<file path="src/rtl/mc_control_fsm.sv">
// Multi-cycle MIPS control sequencer: FETCH/DECODE/EXEC/MEM/WB/BRANCH plus TRAP and ERR,
// with a memory wait timeout. Define ILLEGAL_TRAP_EN to trap illegal instructions.
module mc_control_fsm #(
    parameter int WAIT_LIMIT = 15,
    parameter int WAIT_W     = 4
) (
    input  logic       clk,
    input  logic       reset,
    input  logic [5:0] opcode,
    input  logic [5:0] function_code,
    input  logic       zero,
    input  logic       mem_ready,
    output logic       pc_write,
    output logic       ir_write,
    output logic       mem_read,
    output logic       mem_write,
    output logic       i_or_d,
    output logic       reg_write,
    output logic       reg_dst,
    output logic       mem_to_reg,
    output logic       alu_src_a,
    output logic [1:0] alu_src_b,
    output logic [2:0] ALUop,
    output logic [1:0] pc_src,
    output logic [2:0] state,
    output logic       bus_error,
    output logic       illegal
);

    typedef enum logic [2:0] {
        S_FETCH  = 3'd0,
        S_DECODE = 3'd1,
        S_EXEC   = 3'd2,
        S_MEM    = 3'd3,
        S_WB     = 3'd4,
        S_BRANCH = 3'd5,
        S_TRAP   = 3'd6,
        S_ERR    = 3'd7
    } state_t;

    localparam logic [5:0] OP_R    = 6'b000000;
    localparam logic [5:0] OP_ADDI = 6'b000010;
    localparam logic [5:0] OP_SUBI = 6'b000011;
    localparam logic [5:0] OP_ANDI = 6'b000100;
    localparam logic [5:0] OP_ORI  = 6'b000101;
    localparam logic [5:0] OP_BEQ  = 6'b000110;
    localparam logic [5:0] OP_SLTI = 6'b000111;
    localparam logic [5:0] OP_BNE  = 6'b001001;
    localparam logic [5:0] OP_J    = 6'b010000;
    localparam logic [5:0] OP_LB   = 6'b100000;
    localparam logic [5:0] OP_LW   = 6'b100011;
    localparam logic [5:0] OP_SB   = 6'b101000;
    localparam logic [5:0] OP_SW   = 6'b101011;
    localparam logic [5:0] FN_JR   = 6'b001000;

    localparam logic [WAIT_W-1:0] LIMIT      = WAIT_W'(WAIT_LIMIT);
    localparam bit                TIMEOUT_EN = (WAIT_LIMIT != 0);

    state_t            state_q, state_d;
    logic [WAIT_W-1:0] wait_q, wait_d;

    logic is_r, is_jr, is_imm, is_load, is_store, is_beq, is_bne, is_j;
    logic r_fn_legal, bad_instr, limit_hit;
    logic [2:0] imm_aluop;

    always_ff @(posedge clk) begin
        if (reset) begin
            state_q <= S_FETCH;
            wait_q  <= '0;
        end else begin
            state_q <= state_d;
            wait_q  <= wait_d;
        end
    end

    always_comb begin
        is_r       = (opcode == OP_R);
        is_jr      = is_r && (function_code == FN_JR);
        is_load    = (opcode == OP_LB) || (opcode == OP_LW);
        is_store   = (opcode == OP_SB) || (opcode == OP_SW);
        is_beq     = (opcode == OP_BEQ);
        is_bne     = (opcode == OP_BNE);
        is_j       = (opcode == OP_J);
        is_imm     = 1'b1;
        imm_aluop  = 3'b101;
        case (opcode)
            OP_ADDI: imm_aluop = 3'b101;
            OP_SUBI: imm_aluop = 3'b110;
            OP_ANDI: imm_aluop = 3'b000;
            OP_ORI:  imm_aluop = 3'b001;
            OP_SLTI: imm_aluop = 3'b100;
            default: is_imm    = 1'b0;
        endcase
        r_fn_legal = (function_code == 6'b000010) || (function_code == 6'b000011) ||
                     (function_code == 6'b000100) || (function_code == 6'b000101) ||
                     (function_code == 6'b000111) || (function_code == FN_JR);
        bad_instr  = !(is_r || is_imm || is_load || is_store || is_beq || is_bne || is_j) ||
                     (is_r && !r_fn_legal);
        limit_hit  = TIMEOUT_EN && (wait_q == LIMIT);
    end

    always_comb begin
        state_d    = state_q;
        pc_write   = 1'b0;
        ir_write   = 1'b0;
        mem_read   = 1'b0;
        mem_write  = 1'b0;
        i_or_d     = 1'b0;
        reg_write  = 1'b0;
        reg_dst    = 1'b0;
        mem_to_reg = 1'b0;
        alu_src_a  = 1'b0;
        alu_src_b  = 2'b00;
        ALUop      = 3'b000;
        pc_src     = 2'b00;
        bus_error  = 1'b0;
        illegal    = 1'b0;

        case (state_q)
            S_FETCH: begin
                mem_read  = 1'b1;
                alu_src_b = 2'b01;
                ALUop     = 3'b101;
                if (mem_ready) begin
                    ir_write = 1'b1;
                    pc_write = 1'b1;
                    state_d  = S_DECODE;
                end else if (limit_hit) begin
                    state_d = S_ERR;
                end
            end
            S_DECODE: begin
                ALUop     = 3'b101;
                alu_src_b = 2'b11;
                if (is_j) begin
                    pc_write = 1'b1;
                    pc_src   = 2'b10;
                    state_d  = S_FETCH;
                end else if (is_beq || is_bne) begin
                    state_d = S_BRANCH;
                end else if (bad_instr) begin
`ifdef ILLEGAL_TRAP_EN
                    state_d = S_TRAP;
`else
                    state_d = S_FETCH;
`endif
                end else begin
                    state_d = S_EXEC;
                end
            end
            S_EXEC: begin
                if (is_r) begin
                    alu_src_a = 1'b1;
                    alu_src_b = 2'b00;
                    ALUop     = 3'b111;
                    if (is_jr) begin
                        pc_write = 1'b1;
                        pc_src   = 2'b11;
                        state_d  = S_FETCH;
                    end else begin
                        state_d = S_WB;
                    end
                end else if (is_imm) begin
                    alu_src_b = 2'b10;
                    ALUop     = imm_aluop;
                    state_d   = S_WB;
                end else begin
                    alu_src_b = 2'b10;
                    ALUop     = 3'b101;
                    state_d   = S_MEM;
                end
            end
            S_MEM: begin
                i_or_d    = 1'b1;
                mem_read  = is_load;
                mem_write = is_store;
                if (mem_ready) begin
                    state_d = is_load ? S_WB : S_FETCH;
                end else if (limit_hit) begin
                    state_d = S_ERR;
                end
            end
            S_WB: begin
                reg_write  = 1'b1;
                reg_dst    = is_r;
                mem_to_reg = is_load;
                state_d    = S_FETCH;
            end
            S_BRANCH: begin
                alu_src_a = 1'b1;
                alu_src_b = 2'b00;
                ALUop     = 3'b110;
                pc_src    = 2'b01;
                pc_write  = is_beq ? zero : ~zero;
                state_d   = S_FETCH;
            end
            S_TRAP: begin
`ifdef ILLEGAL_TRAP_EN
                illegal = 1'b1;
`endif
            end
            S_ERR: begin
                bus_error = 1'b1;
            end
        endcase

        // The counter only measures consecutive stalls within one memory-facing state.
        if (state_d != state_q) begin
            wait_d = '0;
        end else if ((state_q == S_FETCH || state_q == S_MEM) && !mem_ready && wait_q != LIMIT) begin
            wait_d = wait_q + 1'b1;
        end else begin
            wait_d = wait_q;
        end

        state = state_q;
        // Reset kills every strobe combinationally so an aborted access never writes.
        if (reset) begin
            state      = S_FETCH;
            pc_write   = 1'b0;
            ir_write   = 1'b0;
            mem_read   = 1'b0;
            mem_write  = 1'b0;
            i_or_d     = 1'b0;
            reg_write  = 1'b0;
            reg_dst    = 1'b0;
            mem_to_reg = 1'b0;
            alu_src_a  = 1'b0;
            alu_src_b  = 2'b00;
            ALUop      = 3'b000;
            pc_src     = 2'b00;
            bus_error  = 1'b0;
            illegal    = 1'b0;
        end
    end

endmodule
</file>
<file path="config.mk">
export PLATFORM = sky130hd
export DESIGN_NAME = mc_control_fsm
export DESIGN_NICKNAME = d
export VERILOG_FILES = /design/src/rtl/mc_control_fsm.sv
export SDC_FILE = /design/constraint.sdc
export NUM_CORES = 1
export LEC_CHECK = 0
export BUFFER_PORTS_ARGS = -buffer_cell sky130_fd_sc_hd__buf_2
export CAP_MARGIN = 20
export CORE_MARGIN = 5
export CORE_UTILIZATION = 54
export DETAILED_ROUTE_END_ITERATION = 8
export GPL_TIMING_DRIVEN = 0
export PLACE_DENSITY = 0.85
export SYNTH_ARGS = -nofsm -noshare
export SYNTH_HDL_FRONTEND = slang
export SYNTH_SLANG_ARGS = --single-unit
</file>
<file path="constraint.sdc">
create_clock -name clk -period 4.19 [get_ports clk]
set_clock_uncertainty 0.15 [all_clocks]
set_input_delay 0.6285 -clock clk [delete_from_list [all_inputs] [get_ports clk]]
set_output_delay 0.6285 -clock clk [all_outputs]
set_load 0.03 [all_outputs]
</file>
# After elaboration in Yosys (flattened, before gate mapping)
# Cells that the tools add are included.
# word_totals
reg_bits,7
latch_bits,0
ram_bits,0
rom_bits,0
in_bits,16
out_inout_bits,21
elab_cells,112
mem_count,0
# op_classes
addsub,1
n_mul,0
n_div,0
order_cmp,0
n_eq_ne,27
shifts,0
n_mux,52
bitwise,1
reduce_logical,29
# op_table
operator,n
$eq 6x3->1 const B,7
$mux 3,13
$eq 6x2->1 const B,4
$eq 6x6->1 const B,4
$mux 1,24
$logic_or 1x1->1,16
$pmux 3 s5,1
$mux 2,7
$eq 6x4->1 const B,2
$pmux 2 s3,2
$pmux 3 s4,1
$eq 3x3->1 const B,3
$pmux 3 s3,1
$eq 3x2->1 const B,2
$eq 6x5->1 const B,1
$logic_not 6->1,1
$reduce_or 2->1,3
$reduce_or 5->1,1
$add 4x1->4 const B,1
$eq 4x4->1 const B,1
$logic_and 1x1->1,4
$ne 4x4->1 const B,1
$pmux 1 s2,2
$pmux 1 s4,1
other kinds (5),7

# Depth between registers and ports, before layout
# Gate-level depths: netlist of the first run.
# depth
word_depth,17
mapped_depth,6
ltp_nobuf,6

# Worst setup path before layout of the first run
# No wires, ideal clock.
# synth_path
path_kind,input to output
startpoint,input opcode[0]
endpoint,output pc_write
t_arrival_ns,2.484
required_time_ns,3.411
path_slack_ns,0.928
stages,4
path_buffers,1
path_cell_list,buf_2 -> or4_4 -> or4_1 -> a211oi_1
# synth_between
elab_chain_cells,6
elab_cells_between_ends,10
cone_classes,eq/ne (2); mux (6); reduce/logical (2)
# synth_rtl
element,line_no,text
from (decl),9,"input logic [5:0] opcode,"
$logic_not 6->1,77,is_r = (opcode == OP_R);
$logic_and 1x1->1,78,is_jr = is_r && (function_code == FN_JR);
$mux 1,156,if (is_jr) begin
$mux 1,152,if (is_r) begin
$pmux 1 s4 (*),119,case (state_q)
$mux 1 (*),218,if (reset) begin
to (decl),13,"output logic pc_write,"
# Mark *: on every way between the ends. The rest lies on a longest branch, timed or not.

# Final worst setup path of the first run
# layout_path
startpoint,input function_code[1]
endpoint,output pc_write
# layout_between
elab_chain_cells,6
# layout_rtl
element,line_no,text
from (decl),10,"input logic [5:0] function_code,"
$eq 6x4->1,78,
$logic_and 1x1->1,78,
$mux 1,156,
$mux 1,152,
$pmux 1 s4,119,
$mux 1,218,
# Every way passes these cells.

==> reports/results.tsv, run 1 <==
stage	metric	value	unit
status	outcome	finished clean	
yosys	#FFs+latches synth	7	
sta	Slew Limit Fails	0	
layout	ANT cells	0	
placement	total instance count after detailed placement	217	
die	DIE AREA	2950	um2
yosys	biggest area consumer among synthesized cells	dfxtp_1	
worst_hold_path	Hold Path Class	reg2reg	
pwr	worst vdd ir	220	uV
clock_tree	clock sinks	7	
worst_hold_path	hold depth	3	
clock_tree	CTS tree	yes	
critical_path	critical-path cell list	buf_2 -> nor4_2 -> nand2_1 -> o31a_1 -> or4_1 -> a211oi_1 -> buf_2	
layout	share of cells above drive strength 1	27.8	%
sta	setup ws final	1.04	ns
detailed_routing	post-route ant nets	0	
sta	Max Clk Rate	0.317	GHz
critical_path	Crit path largest cell delay	0.49	ns
yosys	synthesized area per cell	6.72	um2
detailed_routing	DRC viols	0	
pwr	leakage power	0.559	nW
sta	RSZ-0062 raised after global routing	no	
clock_tree	Clk pin slew, worst setup/hold paths	0.05	ns
critical_path	Setup crit start kind	input pin	
critical_path	CP dominant cell by count	buf_2	
die	# rows	16	
clock_tree	Post-CTS Setup Inserts	0	
pwr	PwrDens	171	nW/um2
layout	fin area	1280	um2
sta	Setup Total Neg Slack	0	ns
critical_path	critical path's top delay family	simple AND/OR/NAND/NOR gates	
sta	Final setup viols	0	
critical_path	worst-path fanout max	3	
global_routing	initial antenna violation count	0	
global_routing	vias in the first global route	1216	
die	I/O pins	37	
placement	routability cong.	0.950	
clock_tree	Inserted Clock Buffers	3	
yosys	Main synth FF type	dfxtp_1	
layout	final std cells w/o fill	221	
die	Die Width	54.3	um
global_routing	GRT overflow	0	
detailed_routing	Iter 0 DRT Violations	58	
placement	DP Worst Slack	1.03	ns
clock_tree	Root Buffer	clkbuf_4	
placement	dpl cell area	1250	um2
placement	PortBufs	32	
critical_path	worst r2r path cells	6	
critical_path	Worst Path Required	3.41	ns
pwr	total power	0.219	mW
yosys	area share of the largest cell type after synthesis	13.2	%
global_routing	largest net degree at the start of global routing	11	
die	core area	1920	um2
placement	HPWL Detailed	2600	um
die	die height	54.3	um
yosys	Syn Nets	175	
detailed_routing	Total Routed Length	3370	um
global_routing	gr usage total	25.3	%
yosys	post-synthesis cell count	158	
yosys	post-synth cell types	49	
sta	actual slew at the worst max-slew pin	0.706	ns
clock_tree	Post-CTS Hold Buffers	0	
critical_path	crit path buf inv count	2	
clock_tree	post-CTS sizing	0	
critical_path	Setup Crit Path Kind	in2out	
yosys	Post-synth EDFFs	0	
detailed_routing	Vias/cell	6.12	
critical_path	CP max-delay cell	or4_1	
clock_tree	H-tree Lvls	1	
layout	nets@finish	212	
sta	Period minus WS final	3.15	ns
yosys	Async SR Flop Fraction	0	%
yosys	total of warnings raised by yosys	0	
critical_path	CP endpoint kind	primary output	
yosys	sequential area share after synthesis	13.2	%
sta	Final Cycle Share	75.3	%
global_routing	first-pass GRT wire length	5650	um
die	effective utilization at floorplan	55.2	%
sta	Rel. slew slack	52.5	%
detailed_routing	via count	1353	
critical_path	Worst Path Arrival	2.38	ns
detailed_routing	DR pass1 iterations	4	
critical_path	cell count along the critical path	7	
run	Max Cap Viol	0	
sta	Final Hold Fails	0	
yosys	cell area after synthesis	1060	um2
detailed_routing	Avg WL per Cell	15.2	um
clock_tree	clk_lat worst skew	0.25	ns
yosys	dominant cells by area after synthesis	dfxtp_1 (13%), nor2_1 (6.0%), a21oi_1 (5.7%)	
clock_tree	CTS Buffer Depth	2	
layout	area grow syn2layout	20.8	%
-- state kept, by name, summed over array words and instances, names as in the netlist --
signal   flops
wait_q       4
state_q      3
-- path summary, 6_finish.rpt --
kind                          startpoint                      to  slack, ns
setup / recovery        function_code[1]                pc_write       1.04
setup reg to reg   state_q[0]$_SDFF_PP0_  wait_q[2]$_SDFFE_PP0P_       1.89
hold / removal    wait_q[0]$_SDFFE_PP0P_  wait_q[0]$_SDFFE_PP0P_       0.49
hold reg to reg   wait_q[0]$_SDFFE_PP0P_  wait_q[0]$_SDFFE_PP0P_       0.49
-- layout make-up --
type	instances	area [um2]
Tap cell	27	33.8
Inverter	6	22.5
Sequential cell	7	140
Clock buffer	4	26.3
Buffer	14	70.1
Multi-Input combinational cell	131	828
Timing Repair Buffer	32	160
Fill cell	195	641
-- cells in the final DEF, fill, tap and decap left out, types with 6 or more instances in the layout --
master	Yosys	routed
nor4_1	6	6
nand3_1	8	8
clkbuf_1	7	8
dfxtp_1	7	7
buf_2	4	36
nand2_1	8	8
inv_1	6	6
nor2_1	17	17
a21oi_1	12	12
nor3_1	11	11
-- worst min-delay path, delay by kind of cell, from the launching register on --
kind	cells	cell delay (ns)
AO/OA/AOI/OAI	1	0.04
AND/OR/NAND/NOR	1	0.08
flip-flops	1	0.37
XOR/XNOR	1	0.10
-- cell families after synthesis --
logic type / share of synthesized area [%]
compound gates: 20.2
simple gates: 49.2
xor+xnor: 4.13
fa+ha+maj: 1.18
buf+inv: 8.73
mux: 3.07
flops: 13.2
other cells: 0.353
-- routing by layer --
layer  global-route usage [%]  part of all wire, %
met4                     6.64                  1.9
met1                     34.7                   40
met2                     39.4                   46
met3                     5.99                   11
met5                        0                    0
-- report_power, final --
part | total, mW | internal [mW] | switching (mW)
logic | 0.0875 | 0.0309 | 0.0566
clock network | 0.0616 | 0.0364 | 0.0252
registers | 0.0703 | 0.0685 | 0.00184
-- stage by stage --
step / hold slack (ns) / utilization [%]
after global routing: 0.523 / 66.7
after global placement: 0.440 / 65.3
final: 0.489 / 66.7
after detailed placement: 0.457 / 65.3
after CTS: 0.484 / 66.7
after floorplan: 0.409 / -
-- cell usage after synthesis, types with 2 or more instances --
cell,instances
nor2_1,17
nand2_1,8
and3_1,3
nand2b_1,5
dfxtp_1,7
o21a_1,2
clkbuf_1,7
nor4_1,6
inv_1,6
o21ai_0,4
mux2_2,2
a221oi_1,3
nand3_1,8
a211oi_1,2
nor2b_1,4
or4bb_1,2
a21oi_1,12
a31oi_1,2
or3_1,4
or2_2,3
nor3b_1,5
buf_2,4
nand4_1,2
nor3_1,11
xor2_1,5
No activity file was read; power rests on OpenSTA's default activity.
==> inputs of run 2 (changes only) <==
CORE_UTILIZATION = 45   (was 54)
PLACE_DENSITY = 0.76   (was 0.85)
clock period = 2.5 ns   (was 4.19 ns; I/O delays follow)
==> run 2 against run 1 <==
  * The flow now finishes with violations (setup timing)
  * Combinational power grew 110%
  * Die area grew 16%
  * Setup slack worse by 1.1 ns
  * Worst hold slack lost 0.18 ns
  * Design area up 20%
  * Count of clock-buffer cells in the layout unchanged
  * Via count is 10% higher
  * Clock power grew 80%
  * Global-route usage down 2.8 points
  * Core utilization grew 2.4 points
  * Power grew 90%
  * Sequential power grew 69%
  * Largest power group unchanged
==> reports/results.tsv, run 2 (synthesis gave the netlist of run 1 again) <==
stage	metric	value	unit	change
global_routing	GRT overflow	0		unchanged
critical_path	Worst Path Required	1.98	ns	-1.43 ns
pwr	leakage power	0.681	nW	+22%
critical_path	Setup Crit Path Kind	reg2out		
layout	area grow syn2layout	45.4	%	
critical_path	worst-path fanout max	5		+2
clock_tree	Inserted Clock Buffers	3		unchanged
layout	fin util	69.1	%	+2.4 points
critical_path	Setup crit end	pc_write		
clock_tree	Clk pin slew, worst setup/hold paths	0.07	ns	+0.02 ns
sta	Rel. slew slack	60.2	%	+7.7 points
status	violated checks	setup timing		
worst_hold_path	Hold Path Class	in2reg		
layout	most frequent cells in the layout	buf_2 (33), nor2_1 (17), buf_4 (17), nor3_1 (11), a21oi_1 (10)		
die	effective utilization at floorplan	47.5	%	-7.7 points
critical_path	R2R Setup Slk	0.33	ns	-1.56 ns
pwr	worst vdd ir	195	uV	-11%
clock_tree	clock sinks	7		unchanged
critical_path	CP endpoint kind	primary output		
sta	Period minus WS final	2.52	ns	
status	outcome	finished with violations		
sta	Final setup viols	1		+1
clock_tree	Post-CTS Hold Buffers	0		unchanged
critical_path	Setup crit start kind	flop		
layout	commonest non-fill, non-tap cell in the layout	buf_2		
die	# rows	17		+1
detailed_routing	Total Routed Length	4000	um	+19%
placement	HPWL Detailed	2640	um	+1.4%
die	die height	58.6	um	+7.8%
pwr	P_sw	0.165	mW	+97%
clock_tree	CTS tree	yes		
sta	Setup Total Neg Slack	-0.0179	ns	-0.0179 ns
layout	max FFs per register	4		unchanged
placement	routability cong.	0.913		-3.9%
detailed_routing	DRC viols	0		unchanged
sta	Final Hold Fails	0		unchanged
die	I/O pins	37		unchanged
detailed_routing	Vias/cell	6.28		+2.6%
layout	biggest regs	wait_q (4), state_q (3)		
placement	PortBufs	32		unchanged
global_routing	vias in the first global route	1408		+16%
critical_path	Worst Path Arrival	1.99	ns	-0.39 ns
pwr	internal power	0.252	mW	+86%
clock_tree	Root Buffer	clkbuf_4		
clock_tree	clk_lat worst skew	0.27	ns	+0.02 ns
pwr	clock share of power	26.8	%	-1.3 points
clock_tree	CTS Buffer Depth	2		unchanged
sta	setup ws final	-0.0179	ns	-1.05 ns
critical_path	worst r2r path cells	7		+1
critical_path	reg2reg start	state_q[0]$_SDFF_PP0_		
global_routing	first-pass GRT wire length	6070	um	+7.5%
sta	RSZ-0062 raised after global routing	yes		
pwr	sw frac	39.5	%	+1.4 points
placement	DP Worst Slack	-0.115	ns	-1.14 ns
layout	share of cells above drive strength 1	40.0	%	+12 points
pwr	combinational share of power	44.7	%	+4.8 points
detailed_routing	DR pass1 iterations	5		+1
run	Max Cap Viol	0		unchanged
critical_path	CP startpoint	state_q[0]$_SDFF_PP0_		
detailed_routing	via count	1495		+10%
detailed_routing	Avg WL per Cell	16.8	um	+10%
die	DIE AREA	3430	um2	+16%
sta	Max Clk Rate	0.397	GHz	
pwr	total power	0.417	mW	+90%
layout	Biggest register	wait_q		
die	core area	2230	um2	+16%
critical_path	critical register-to-register path endpoint	wait_q[0]$_SDFFE_PP0P_		
sta	actual slew at the worst max-slew pin	0.591	ns	-0.114 ns
detailed_routing	post-route ant nets	0		unchanged
global_routing	gr usage total	22.5	%	-2.8 points
sta	Slew Limit Fails	0		unchanged
pwr	PwrDens	270	nW/um2	+58%
layout	ANT cells	0		unchanged
global_routing	largest net degree at the start of global routing	11		unchanged
sta	WHS	0.304	ns	-0.185 ns
pwr	sequential power share	28.6	%	-3.5 points
layout	nets@finish	228		+7.5%
global_routing	initial antenna violation count	0		unchanged
sta	Final Cycle Share	101	%	
detailed_routing	Iter 0 DRT Violations	121		+110%
clock_tree	H-tree Lvls	1		unchanged
die	Die Width	58.6	um	+7.8%
-- run 2: cell types whose count changed in the layout (fill, tap and decap cells not counted), sizes merged --
cell	change
clkinv	+1
buf	+15
clkbuf	+1
inv	-1
-- run 2: what timing repair did --
| item | 4_1_cts | 5_1_grt |
|---|---|---|
| gates cloned | 0 | 1 |
| buffers inserted | 9 | 7 |
| pin swaps | 6 | 7 |
| endpoints found under the setup margin | 1 | 12 |
| gates resized for setup | 13 | 19 |
-- run 2: power groups by stage --
stage	clock network [mW]	registers [mW]	logic (mW)
floorplan	0	0.119	0.102
global placement	0	0.120	0.141
detailed placement	0	0.120	0.145
CTS	0.108	0.118	0.154
global route	0.116	0.119	0.198
finish	0.111	0.119	0.186
-- run 2: routing by layer --
metal	part of all wire [%]	track usage, %	routed length, um
met5	0	0	0
met2	49	36.7	1950
met1	37	27.5	1490
met3	10	5.04	417
met4	3.5	11.9	139
-- run 2: area by class of cell --
type / instances / area (um2)
multi-input cells: 131 / 907
fillers: 187 / 691
repair buffers: 48 / 317
flip-flops and latches: 7 / 145
plain buffers: 14 / 77.6
inverters: 6 / 35.0
well taps: 28 / 35.0
clock buffers: 4 / 26.3
-- run 2: how the worst min path moves through the flow --
| stage | startpoint | end | slack [ns] | depth (start not counted) |
|---|---|---|---|---|
| 3_5_place_dp | wait_q[0]$_SDFFE_PP0P_ | wait_q[0]$_SDFFE_PP0P_ | 0.45 | 3 |
| 5_1_grt | reset | state_q[2]$_SDFF_PP0_ | 0.31 | 3 |
| 2_1_floorplan | reset | state_q[2]$_SDFF_PP0_ | 0.39 | 2 |
| 4_1_cts | reset | state_q[2]$_SDFF_PP0_ | 0.30 | 3 |
| 3_3_place_gp | wait_q[0]$_SDFFE_PP0P_ | wait_q[0]$_SDFFE_PP0P_ | 0.44 | 3 |
| 6_report | reset | state_q[2]$_SDFF_PP0_ | 0.30 | 3 |
-- run 2: critical path: stages (launching register included) --
cell,delay (ns)
dfxtp_4,0.35
buf_8,0.13
clkinv_8,0.06
nand2_8,0.05
o31a_1,0.30
or4_4,0.43
a211oi_2,0.20
buf_4,0.19
-- run 2: through the flow --
step	instance area [um2]	instances
4_1_cts	1400	231
2_1_floorplan	1070	158
6_report	1540	238
3_5_place_dp	1260	218
5_1_grt	1540	238
3_3_place_gp	1260	218
